==> config.mk <==
export PLATFORM = sky130hd
export DESIGN_NAME = fetch_ctrl
export DESIGN_NICKNAME = d
export VERILOG_FILES = /design/src/rtl/fetch_ctrl_pkg.sv /design/src/rtl/fetch_ctrl.sv
export SDC_FILE = /design/constraint.sdc
export NUM_CORES = 1
export LEC_CHECK = 0
export CAP_MARGIN = 5
export CORE_UTILIZATION = 30
export DETAILED_ROUTE_END_ITERATION = 7
export HOLD_SLACK_MARGIN = 0.06
export SETUP_SLACK_MARGIN = 0.4
export SYNTH_ARGS = -nofsm -noshare
export SYNTH_HDL_FRONTEND = slang
export SYNTH_SLANG_ARGS = --single-unit
==> constraint.sdc <==
create_clock -name clk -period 8.71 [get_ports clk]
set_input_delay 0.871 -clock clk [delete_from_list [all_inputs] [get_ports clk]]
set_output_delay 0.871 -clock clk [all_outputs]
set_load 0.02 [all_outputs]
==> src/rtl/fetch_ctrl_pkg.sv <==
// fetch_ctrl_pkg: shared widths, fetch state encoding and PC step for the fetch sequencer
package fetch_ctrl_pkg;
  localparam int ADDR_SIZE = 31;
  localparam int INSTR_SIZE = 31;
  localparam int ADDR_W = ADDR_SIZE + 1;
  localparam int INSTR_W = INSTR_SIZE + 1;
  localparam logic [ADDR_W-1:0] PC_INC = ADDR_W'(4);
  typedef enum logic [1:0] {
    FS_IDLE   = 2'd0,
    FS_RUN    = 2'd1,
    FS_HALTED = 2'd2
  } fetch_state_t;
endpackage

==> src/rtl/fetch_ctrl.sv <==
// fetch_ctrl: PC sequencer driving a registered-address imem and a valid/ready decode port
module fetch_ctrl
  import fetch_ctrl_pkg::*;
#(
  parameter int RESET_PC  = 0,
  parameter int MEM_WORDS = 64,
  parameter int CNT_W     = 32
) (
  input  logic               clk,
  input  logic               reset,
  input  logic               start,
  input  logic               halt,
  input  logic               redirect_valid,
  input  logic [ADDR_W-1:0]  redirect_pc,
  output logic [ADDR_W-1:0]  imem_addr,
  output logic               imem_en,
  input  logic [INSTR_W-1:0] imem_data,
  output logic               out_valid,
  input  logic               out_ready,
  output logic [INSTR_W-1:0] out_instr,
  output logic [ADDR_W-1:0]  out_pc,
  output logic               out_err,
  output logic [CNT_W-1:0]   fetch_count,
  output logic               busy
);
  fetch_state_t      r_state;
  fetch_state_t      w_state_nxt;
  logic [ADDR_W-1:0] r_pc;
  logic [ADDR_W-1:0] r_out_pc;
  logic              r_valid;
  logic [CNT_W-1:0]  r_cnt;
  logic              w_accept;
  logic              w_redir;
  logic              w_issue;
  logic [ADDR_W-1:0] w_addr;
  // next state plus issue decision; a redirect outside IDLE always issues, even while halted
  always_comb begin
    w_accept = r_valid && out_ready;
    w_redir = redirect_valid && (r_state != FS_IDLE);
    w_issue = w_redir || ((r_state == FS_RUN) && !halt && (!r_valid || out_ready));
    w_addr = w_redir ? redirect_pc : r_pc;
    w_state_nxt = (r_state == FS_IDLE)   ? (start ? FS_RUN : FS_IDLE) :
                  (r_state == FS_RUN)    ? ((halt && !redirect_valid) ? FS_HALTED : FS_RUN) :
                  (r_state == FS_HALTED) ? (halt ? FS_HALTED : FS_RUN) : FS_IDLE;
  end
  // state, PC and presented fetch; the imem holds its data while enable is low so no buffer is kept
  always_ff @(posedge clk) begin
    if (reset) begin
      r_state <= FS_IDLE;
      r_pc <= ADDR_W'(RESET_PC);
      r_out_pc <= ADDR_W'(RESET_PC);
      r_valid <= 1'b0;
    end else begin
      r_state <= w_state_nxt;
      if (w_issue) begin
        r_valid <= 1'b1;
        r_out_pc <= w_addr;
        r_pc <= w_addr + PC_INC;
      end else begin
        if (w_accept) r_valid <= 1'b0;
        if ((r_state == FS_IDLE) && redirect_valid) r_pc <= redirect_pc;
      end
    end
  end
  // retired-fetch counter, wraps naturally
  always_ff @(posedge clk) begin
    if (reset) r_cnt <= '0;
    else if (w_accept) r_cnt <= r_cnt + CNT_W'(1);
  end
  assign imem_en = w_issue;
  assign imem_addr = w_addr;
  assign out_valid = r_valid;
  assign out_pc = r_out_pc;
  assign out_instr = imem_data;
  assign out_err = r_valid && ((r_out_pc[1:0] != 2'b00) || (r_out_pc[ADDR_W-1:2] >= (ADDR_W-2)'(MEM_WORDS)));
  assign fetch_count = r_cnt;
  assign busy = r_state != FS_IDLE;
endmodule

==> impl_metrics.json, run 1 <==
{
  "status": "complete, no violations",
  "max_slew.worst_pin.slew_ns": 0.948,
  "syn_to_final_growth_pct": 27.4,
  "start_util_pct": 30.7,
  "yosysSeqAreaShare_pct": 34.5,
  "synth_edf_count": 0,
  "yosys.cell_count.top_type": "nor2_1",
  "maxSlewHeadroom_pct": 36.4,
  "rows": 50,
  "ant_nets": 0,
  "post_cts_buffers": 0,
  "crit_type": "primary input to primary output",
  "syn_avg_cell_area_um2": 7.54,
  "max_stage_delay_ns": 0.81,
  "critical_path.most_common_cell": "clkdlybuf4s50_1",
  "syn-num-nets": 833,
  "hold_viol_final": 0,
  "synth_common_cells": "nor2_1 (126), nand2_1 (110), dfxtp_1 (99), nor3_1 (40), a21oi_1 (36)",
  "via_count": 5629,
  "total_power_uw": 1250,
  "fin_nets": 910,
  "cts_tree": "yes",
  "synth_cells": 761,
  "numCtsBuffers": 9,
  "wl_met1_mm": 8.31,
  "viasPerCell": 5.23,
  "worstPathMaxFanout": 68,
  "insertion_delay_ns": 0.35,
  "fin_worst_skew_ns": 0.00858,
  "worstPathCellList": "clkdlybuf4s50_1, a21oi_1, or2_2, inv_2, buf_4, clkdlybuf4s50_1",
  "cp_data_arrival_time_ns": 3.86,
  "cp.required_ns": 7.84,
  "wl_met2_mm": 8.27,
  "ys.flop_type": "dfxtp_1",
  "cts_sinks": 99,
  "htree_levels": 3,
  "fin_tns_setup_ns": 0,
  "grt_pass1_wl_mm": 28.9,
  "max_cap_violations": 0,
  "coreArea_um2": 18700,
  "synth_top_cell_by_area": "dfxtp_1",
  "min_delay_path_depth": 2,
  "insertedDiodeCount": 0,
  "postCtsHoldBufs": 0,
  "clk_path_buf_depth": 2,
  "ys_types": 65,
  "die_h_um": 140,
  "slew_violations": 0,
  "grt_overflow": 0,
  "ios": 202,
  "grt_usage_pct": 18.5,
  "rsz0062_at_grt": "false",
  "period_needed_ns": 4.73,
  "cp_slowest_cell": "clkdlybuf4s50_1",
  "portBuffers": 137,
  "antenna_found_initial": 0,
  "start_kind": "primary input",
  "top_layer_used": "met4",
  "first_global_vias": 5223,
  "grt_max_degree": 69,
  "drtPass1Iterations": 5,
  "finalSetupViolCount": 0,
  "die_area_um2": 19700,
  "synth_area_leaders": "dfxtp_1 (35%), nor2_1 (8.2%), nand2_1 (7.2%), xnor2_1 (5.0%), buf_4 (4.4%)",
  "irDropWorstVdd_v": 0.000111,
  "ff2ff_path_depth": 10,
  "root_buffer": "clkbuf_16",
  "wl_mm": 18.2,
  "endpoint_kind": "primary output",
  "async_flop_share_pct": 0,
  "timing.final.crit_share_pct": 54.3,
  "first_iter_violations": 442,
  "post_cts_resize_count": 0,
  "synth_top_area_share_pct": 34.5,
  "synth_warnings": 0,
  "ys_ff_latch": 99,
  "drc": 0,
  "hold_path_class": "flop to flop",
  "power_density_nw_per_um2": 171,
  "gp_congestion": 0.851,
  "synthesis.area_um2": 5740,
  "hpwl_mm": 12.7,
  "routed-wl-met3_mm": 1.41,
  "die_w_um": 140,
  "fmax_mhz": 212,
  "final_layout_size_suffix_gt1_share_pct": 5.22,
  "leakage_uw": 0.00252,
  "post_drt_wl_per_cell_um": 16.9,
  "clk_pin_slew_ns": 0.07
}
cell families after synthesis:
| family | share of synthesized area [%] |
|---|---|
| and+or+nand+nor | 31.5 |
| AOI/OAI and AO/OA | 15.3 |
| DFF | 34.5 |
| buffers and inverters | 8.57 |
| xor gates and xnor gates | 7.33 |
| muxes | 2.35 |
| adders and majority gates | 0.436 |
power breakdown:
part	switching (uW)	total, uW	internal, uW
Clock	189	423	234
Combinational	182	310	128
Sequential	34.6	518	483
layout make-up:
| type | instances | area [um^2] |
|---|---|---|
| clock buffer | 10 | 239 |
| clock inverter | 6 | 71.3 |
| fill | 1924 | 11400 |
| inverter | 16 | 60.1 |
| multi-input combinational | 571 | 3270 |
| sequential | 99 | 1980 |
| tap | 234 | 293 |
| timing repair buffer | 141 | 1400 |
layout by cell type, fill, tap and decap left out, types with 2 or more instances in the layout:
| cell | count |
|---|---|
| clkdlybuf4s50_1 | 136 |
| nor2_1 | 126 |
| nand2_1 | 110 |
| dfxtp_1 | 99 |
| nor3_1 | 40 |
| a21oi_1 | 36 |
| xnor2_1 | 33 |
| nand3_1 | 28 |
| nand4_1 | 25 |
| o21ai_0 | 16 |
| inv_1 | 15 |
| xor2_1 | 15 |
| a211oi_1 | 12 |
| o221ai_1 | 12 |
| and3_1 | 11 |
| a22oi_1 | 9 |
| mux2i_1 | 9 |
| nor4_1 | 9 |
| clkbuf_16 | 9 |
| o22ai_1 | 8 |
| o211ai_1 | 5 |
| and4_1 | 5 |
| a31oi_1 | 5 |
| or3_1 | 4 |
| buf_4 | 4 |
| or4_1 | 3 |
| and2_1 | 3 |
| nor4_2 | 3 |
| mux2_2 | 3 |
| nand2b_1 | 2 |
| o2111ai_1 | 2 |
| a311oi_1 | 2 |
| nor3b_1 | 2 |
| nor2b_1 | 2 |
| a21o_1 | 2 |
| ha_1 | 2 |
flip-flops by register name, indices dropped and copies added (netlist names):
register,flops
out_pc,32
r_pc,32
r_state,2
out_valid,1
fetch_count,32
final timing paths:
path | from | to | slack (ns)
worst max-delay path | redirect_valid | imem_en | 3.98
worst min-delay path | out_pc[6] | out_pc[6] | 0.46
worst max register to register | r_state[0] | r_pc[30] | 5.18
worst min register to register | out_pc[6] | out_pc[6] | 0.46
per-layer routing:
layer / up-vias / GRT usage, %
met5: - / 0
met4: 0 / 5.03
met3: 15 / 4.85
met2: 202 / 28.7
met1: 2620 / 25.2
li1: 2792 / -
stage by stage:
| stage | utilization, % | std cells | hold slack (ns) | cell area, um^2 | worst slack, ns |
|---|---|---|---|---|---|
| 2_1_floorplan | - | 761 | 0.460 | 5740 | 5.05 |
| 4_1_cts | 39.1 | 1077 | 0.468 | 7310 | 3.98 |
| 5_1_grt | 39.1 | 1077 | 0.500 | 7310 | 3.84 |
| 6_report | 39.1 | 1077 | 0.463 | 7310 | 3.98 |
| 3_5_place_dp | 37.4 | 1061 | 0.458 | 7000 | 3.98 |
| 3_3_place_gp | 37.4 | 1061 | 0.448 | 7000 | 3.98 |
critical path: cells and delay by family:
family          cells  cell delay, ns
buf+inv             4            2.25
simple gates        1            0.64
compound gates      1            0.06
Note: power is estimated with default switching activity, not from simulation.
==> run 2: changes to the inputs <==
==> constraint.sdc (replaced) <==
create_clock -name clk -period 3.85 [get_ports clk]
set_input_delay 0.385 -clock clk [delete_from_list [all_inputs] [get_ports clk]]
set_output_delay 0.385 -clock clk [all_outputs]
set_load 0.02 [all_outputs]
==> run 2 against run 1 <==
Compared with the run above: register-to-register slack got worse by 4.4 ns; count of clock-buffer cells in the layout fell by 1; final cell count rose by 0.84%; non-clock buffer count rose by 10; cell area rose by 1.1%; largest cell class unchanged; largest power group unchanged.
==> impl_metrics.json, run 2 (synthesis gave the netlist of run 1 again) <==
{
  "status": "complete, no violations",
  "grt_max_degree": 91,
  "post_cts_buffers": 0,
  "layout_common_cells": "clkdlybuf4s50_1 (136), nor2_1 (126), nand2_1 (110), dfxtp_1 (99), nor3_1 (40)",
  "worstPathMaxFanout": 40,
  "cp.required_ns": 3.46,
  "numCtsBuffers": 9,
  "power_density_nw_per_um2": 388,
  "final_layout_size_suffix_gt1_share_pct": 6.22,
  "die_h_um": 140,
  "syn_to_final_growth_pct": 28.9,
  "grt_pass1_wl_mm": 28.9,
  "critical_path.most_common_cell": "clkdlybuf4s50_1",
  "first_iter_violations": 450,
  "layout_setup_ws_ns": 0.584,
  "rows": 50,
  "portBuffers": 137,
  "fin_worst_skew_ns": 0.0146,
  "coreArea_um2": 18700,
  "start_kind": "primary input",
  "timing.final.crit_share_pct": 84.8,
  "root_buffer": "clkbuf_16",
  "multiInputGateArea_um2": 3270,
  "hold_path_class": "flop to flop",
  "post_drt_wl_per_cell_um": 16.9,
  "ios": 202,
  "hold_ws_ns": 0.473,
  "endpoint_kind": "primary output",
  "hpwl_mm": 13.1,
  "via_count": 5687,
  "insertion_delay_ns": 0.36,
  "drtPass1Iterations": 6,
  "rsz0062_at_grt": "false",
  "hold_viol_final": 0,
  "drc": 0,
  "die_area_um2": 19700,
  "cp_data_arrival_time_ns": 2.88,
  "gp_congestion": 0.838,
  "final_common_cell": "clkdlybuf4s50_1",
  "grt_usage_pct": 18.5,
  "max_slew.worst_pin.slew_ns": 0.981,
  "clk_path_buf_depth": 2,
  "fmax_mhz": 306,
  "antenna_found_initial": 0,
  "die_w_um": 140,
  "ff2ff_setup_slack_ns": 0.79,
  "fill_cells": 1944,
  "cts_sinks": 99,
  "period_needed_ns": 3.27,
  "finalCoreUtilization_pct": 39.5,
  "clk_pin_slew_ns": 0.06,
  "wl_mm": 18.3,
  "finalSetupViolCount": 0,
  "grt_overflow": 0,
  "place_area_um2": 7080,
  "start_util_pct": 30.7,
  "htree_levels": 3,
  "slew_violations": 0,
  "fin_tns_setup_ns": 0,
  "cts_tree": "yes",
  "ant_nets": 0,
  "leakage_uw": 0.00258,
  "post-place-ws_ns": 0.463,
  "cp_slowest_cell": "clkdlybuf4s50_1",
  "fin_nets": 920,
  "maxSlewHeadroom_pct": 34.6,
  "final_cell_area_um2": 7400,
  "crit_type": "primary input to primary output",
  "viasPerCell": 5.24,
  "regArea_um2": 1980,
  "insertedDiodeCount": 0,
  "irDropWorstVdd_v": 0.000224,
  "worstPathCellList": "clkdlybuf4s50_1, o21a_4, buf_6, buf_4, mux2i_1, inv_1, clkdlybuf4s50_1",
  "first_global_vias": 5250,
  "max_cap_violations": 0,
  "max_stage_delay_ns": 0.71
}
-- run 2: where the power goes --
part / total [uW] / switching (uW) / internal, uW
Combinational: 715 / 418 / 297
Clock: 985 / 416 / 569
Sequential: 1170 / 76.5 / 1090
-- run 2: final timing paths --
kind | cells after the start | endpoint | from
max | 7 | imem_addr[8] | redirect_valid
max reg2reg | 11 | r_pc[22] | r_state[0]
min | 2 | out_pc[6] | out_pc[6]
min reg2reg | 2 | out_pc[6] | out_pc[6]
-- run 2: what timing repair did --
action / CTS / global route
gates resized for setup: 0 / 1
hold buffers: 0 / 0
endpoints found under the setup margin: 0 / 1
-- run 2: per-layer routing --
| metal | global-route usage (%) | routed length [um] | vias to the layer above |
|---|---|---|---|
| li1 | - | - | 2815 |
| met1 | 25.3 | 8530 | 2636 |
| met2 | 28.3 | 8090 | 215 |
| met3 | 4.68 | 1360 | 21 |
| met4 | 5.67 | 353 | 0 |
| met5 | 0 | 0 | - |
-- run 2: critical path: cells and delay by family --
family | cells | cell delay, ns
mux | 1 | 0.26
compound gates | 1 | 0.22
buf+inv | 5 | 2.01
-- run 2: area by class of cell --
cell class | instances | area share, %
clock buffers | 9 | 3.05
clock inverters | 6 | 1.18
well taps | 234 | 3.96
multi-input cells | 571 | 44.3
repair buffers | 151 | 19.9
flip-flops and latches | 99 | 26.8
inverters | 16 | 0.812
-- run 2: per-stage QoR --
stage | std cells | power [uW]
floorplan | 761 | 1630
global placement | 1071 | 1900
detailed placement | 1071 | 1900
CTS | 1086 | 2890
global route | 1086 | 3010
finish | 1086 | 2870
==> run 3: changes to the inputs <==
==> constraint.sdc (replaced) <==
create_clock -name clk -period 3.2 [get_ports clk]
set_input_delay 0.32 -clock clk [delete_from_list [all_inputs] [get_ports clk]]
set_output_delay 0.32 -clock clk [all_outputs]
set_load 0.02 [all_outputs]
==> run 3 against run 2 <==
Compared with the run above: sequential power is 20% higher; combinational power up 26%; total power up 19%; final cell count up 1.0%; setup slack lost 0.096 ns; largest cell class unchanged.
==> impl_metrics.json, run 3 (synthesis gave the netlist of run 1 again) <==
{
  "cts_tree": "yes",
  "final_common_cell": "clkdlybuf4s50_1",
  "start_kind": "primary input",
  "wl_mm": 18.6,
  "finalCoreUtilization_pct": 40.4,
  "ant_nets": 0,
  "fmax_mhz": 369,
  "ff2ff_path_depth": 10,
  "grt_pass1_wl_mm": 29.1,
  "hpwl_mm": 12.9,
  "first_iter_violations": 435,
  "p_clk_share_pct": 32.8,
  "portBuffers": 137,
  "gp_congestion": 0.893,
  "cp_data_arrival_time_ns": 2.39,
  "antenna_found_initial": 1,
  "p_switching_uw": 1170,
  "drc": 0,
  "die_area_um2": 19700,
  "hold_path_class": "flop to flop",
  "die_h_um": 140,
  "fin_worst_skew_ns": 0.00933,
  "period_needed_ns": 2.71,
  "hold_viol_final": 0,
  "drtPass1Iterations": 5,
  "die_w_um": 140,
  "root_buffer": "clkbuf_16",
  "max_slew.worst_pin.slew_ns": 0.721,
  "finalSetupViolCount": 0,
  "timing.final.crit_share_pct": 84.8,
  "hold_ws_ns": 0.479,
  "placed_cells": 1080,
  "fin_tns_setup_ns": 0,
  "cp.required_ns": 2.88,
  "via_count": 5777,
  "grt_overflow": 0,
  "total_power_uw": 3430,
  "rsz0062_at_grt": "false",
  "crit_type": "primary input to primary output",
  "clk_path_buf_depth": 2,
  "grt_usage_pct": 18.7,
  "grt_max_degree": 91,
  "min_delay_path_depth": 2,
  "endpoint_kind": "primary output",
  "insertedDiodeCount": 0,
  "power_density_nw_per_um2": 454,
  "maxSlewHeadroom_pct": 51.3,
  "rows": 50,
  "syn_to_final_growth_pct": 31.6,
  "p_int_uw": 2260,
  "fill_cells": 1934,
  "first_global_vias": 5252,
  "final-instance-count-excl-fill": 1097,
  "status": "complete, no violations",
  "p_seq_share_pct": 41.0,
  "htree_levels": 3,
  "viasPerCell": 5.27,
  "clk_pin_slew_ns": 0.08,
  "irDropWorstVdd_v": 0.000265,
  "worstPathMaxFanout": 26,
  "post_drt_wl_per_cell_um": 16.9,
  "power_frac_comb_pct": 26.2,
  "fin_nets": 930,
  "ios": 202,
  "numCtsBuffers": 9,
  "slew_violations": 0,
  "insertion_delay_ns": 0.36,
  "layout_common_cells": "clkdlybuf4s50_1 (136), nor2_1 (125), nand2_1 (108), dfxtp_1 (97), nor3_1 (38)",
  "final_layout_size_suffix_gt1_share_pct": 8.34,
  "leakage_uw": 0.00264,
  "coreArea_um2": 18700,
  "max_cap_violations": 0,
  "postCtsHoldBufs": 0,
  "cts_sinks": 99,
  "start_util_pct": 30.7,
  "switching_share_pct": 34.2
}
## run 3: timing repair
item / in CTS / in global routing
endpoints found under the setup margin: 0 / 7
setup buffers: 0 / 0
gates resized for setup: 0 / 4
## run 3: final timing paths
| path | slack [ns] | startpoint | to |
|---|---|---|---|
| setup / recovery | 0.49 | redirect_valid | imem_addr[6] |
| hold / removal | 0.48 | out_pc[6] | out_pc[6] |
| setup reg to reg | 0.70 | r_state[0] | r_pc[30] |
| hold reg to reg | 0.48 | out_pc[6] | out_pc[6] |
## run 3: final cells by class
class | instances | area, um^2 | area share (%)
Multi-Input combinational cell | 571 | 3300 | 43.7
Sequential cell | 99 | 1980 | 26.3
Timing Repair Buffer | 161 | 1610 | 21.3
Tap cell | 234 | 293 | 3.88
Clock buffer | 9 | 225 | 2.98
Clock inverter | 7 | 77.6 | 1.03
Inverter | 16 | 60.1 | 0.795
## run 3: power groups by stage
stage / registers [uW] / logic [uW] / clock network [uW]
floorplan: 1450 / 510 / 0
global placement: 1430 / 882 / 0
detailed placement: 1430 / 884 / 0
CTS: 1400 / 888 / 1150
global route: 1420 / 967 / 1210
finish: 1400 / 898 / 1130
## run 3: worst max-delay path, cell delays in order
cell             delay (ns)
clkdlybuf4s50_1        0.58
o21a_4                 0.28
buf_16                 0.21
mux2_2                 0.41
clkdlybuf4s50_1        0.58
## run 3: per-layer routing
layer	track usage (%)	vias up	wire length [um]
met5	0	-	11
met4	5.03	2	244
met3	5.06	23	1660
met2	28.9	247	8110
met1	25.5	2678	8530
li1	-	2827	-
## run 3: per-stage QoR
step,worst slack [ns],area (um^2)
floorplan,0.427,5790
global placement,0.320,7210
detailed placement,0.270,7210
CTS,0.420,7510
global route,0.412,7550
finish,0.487,7550
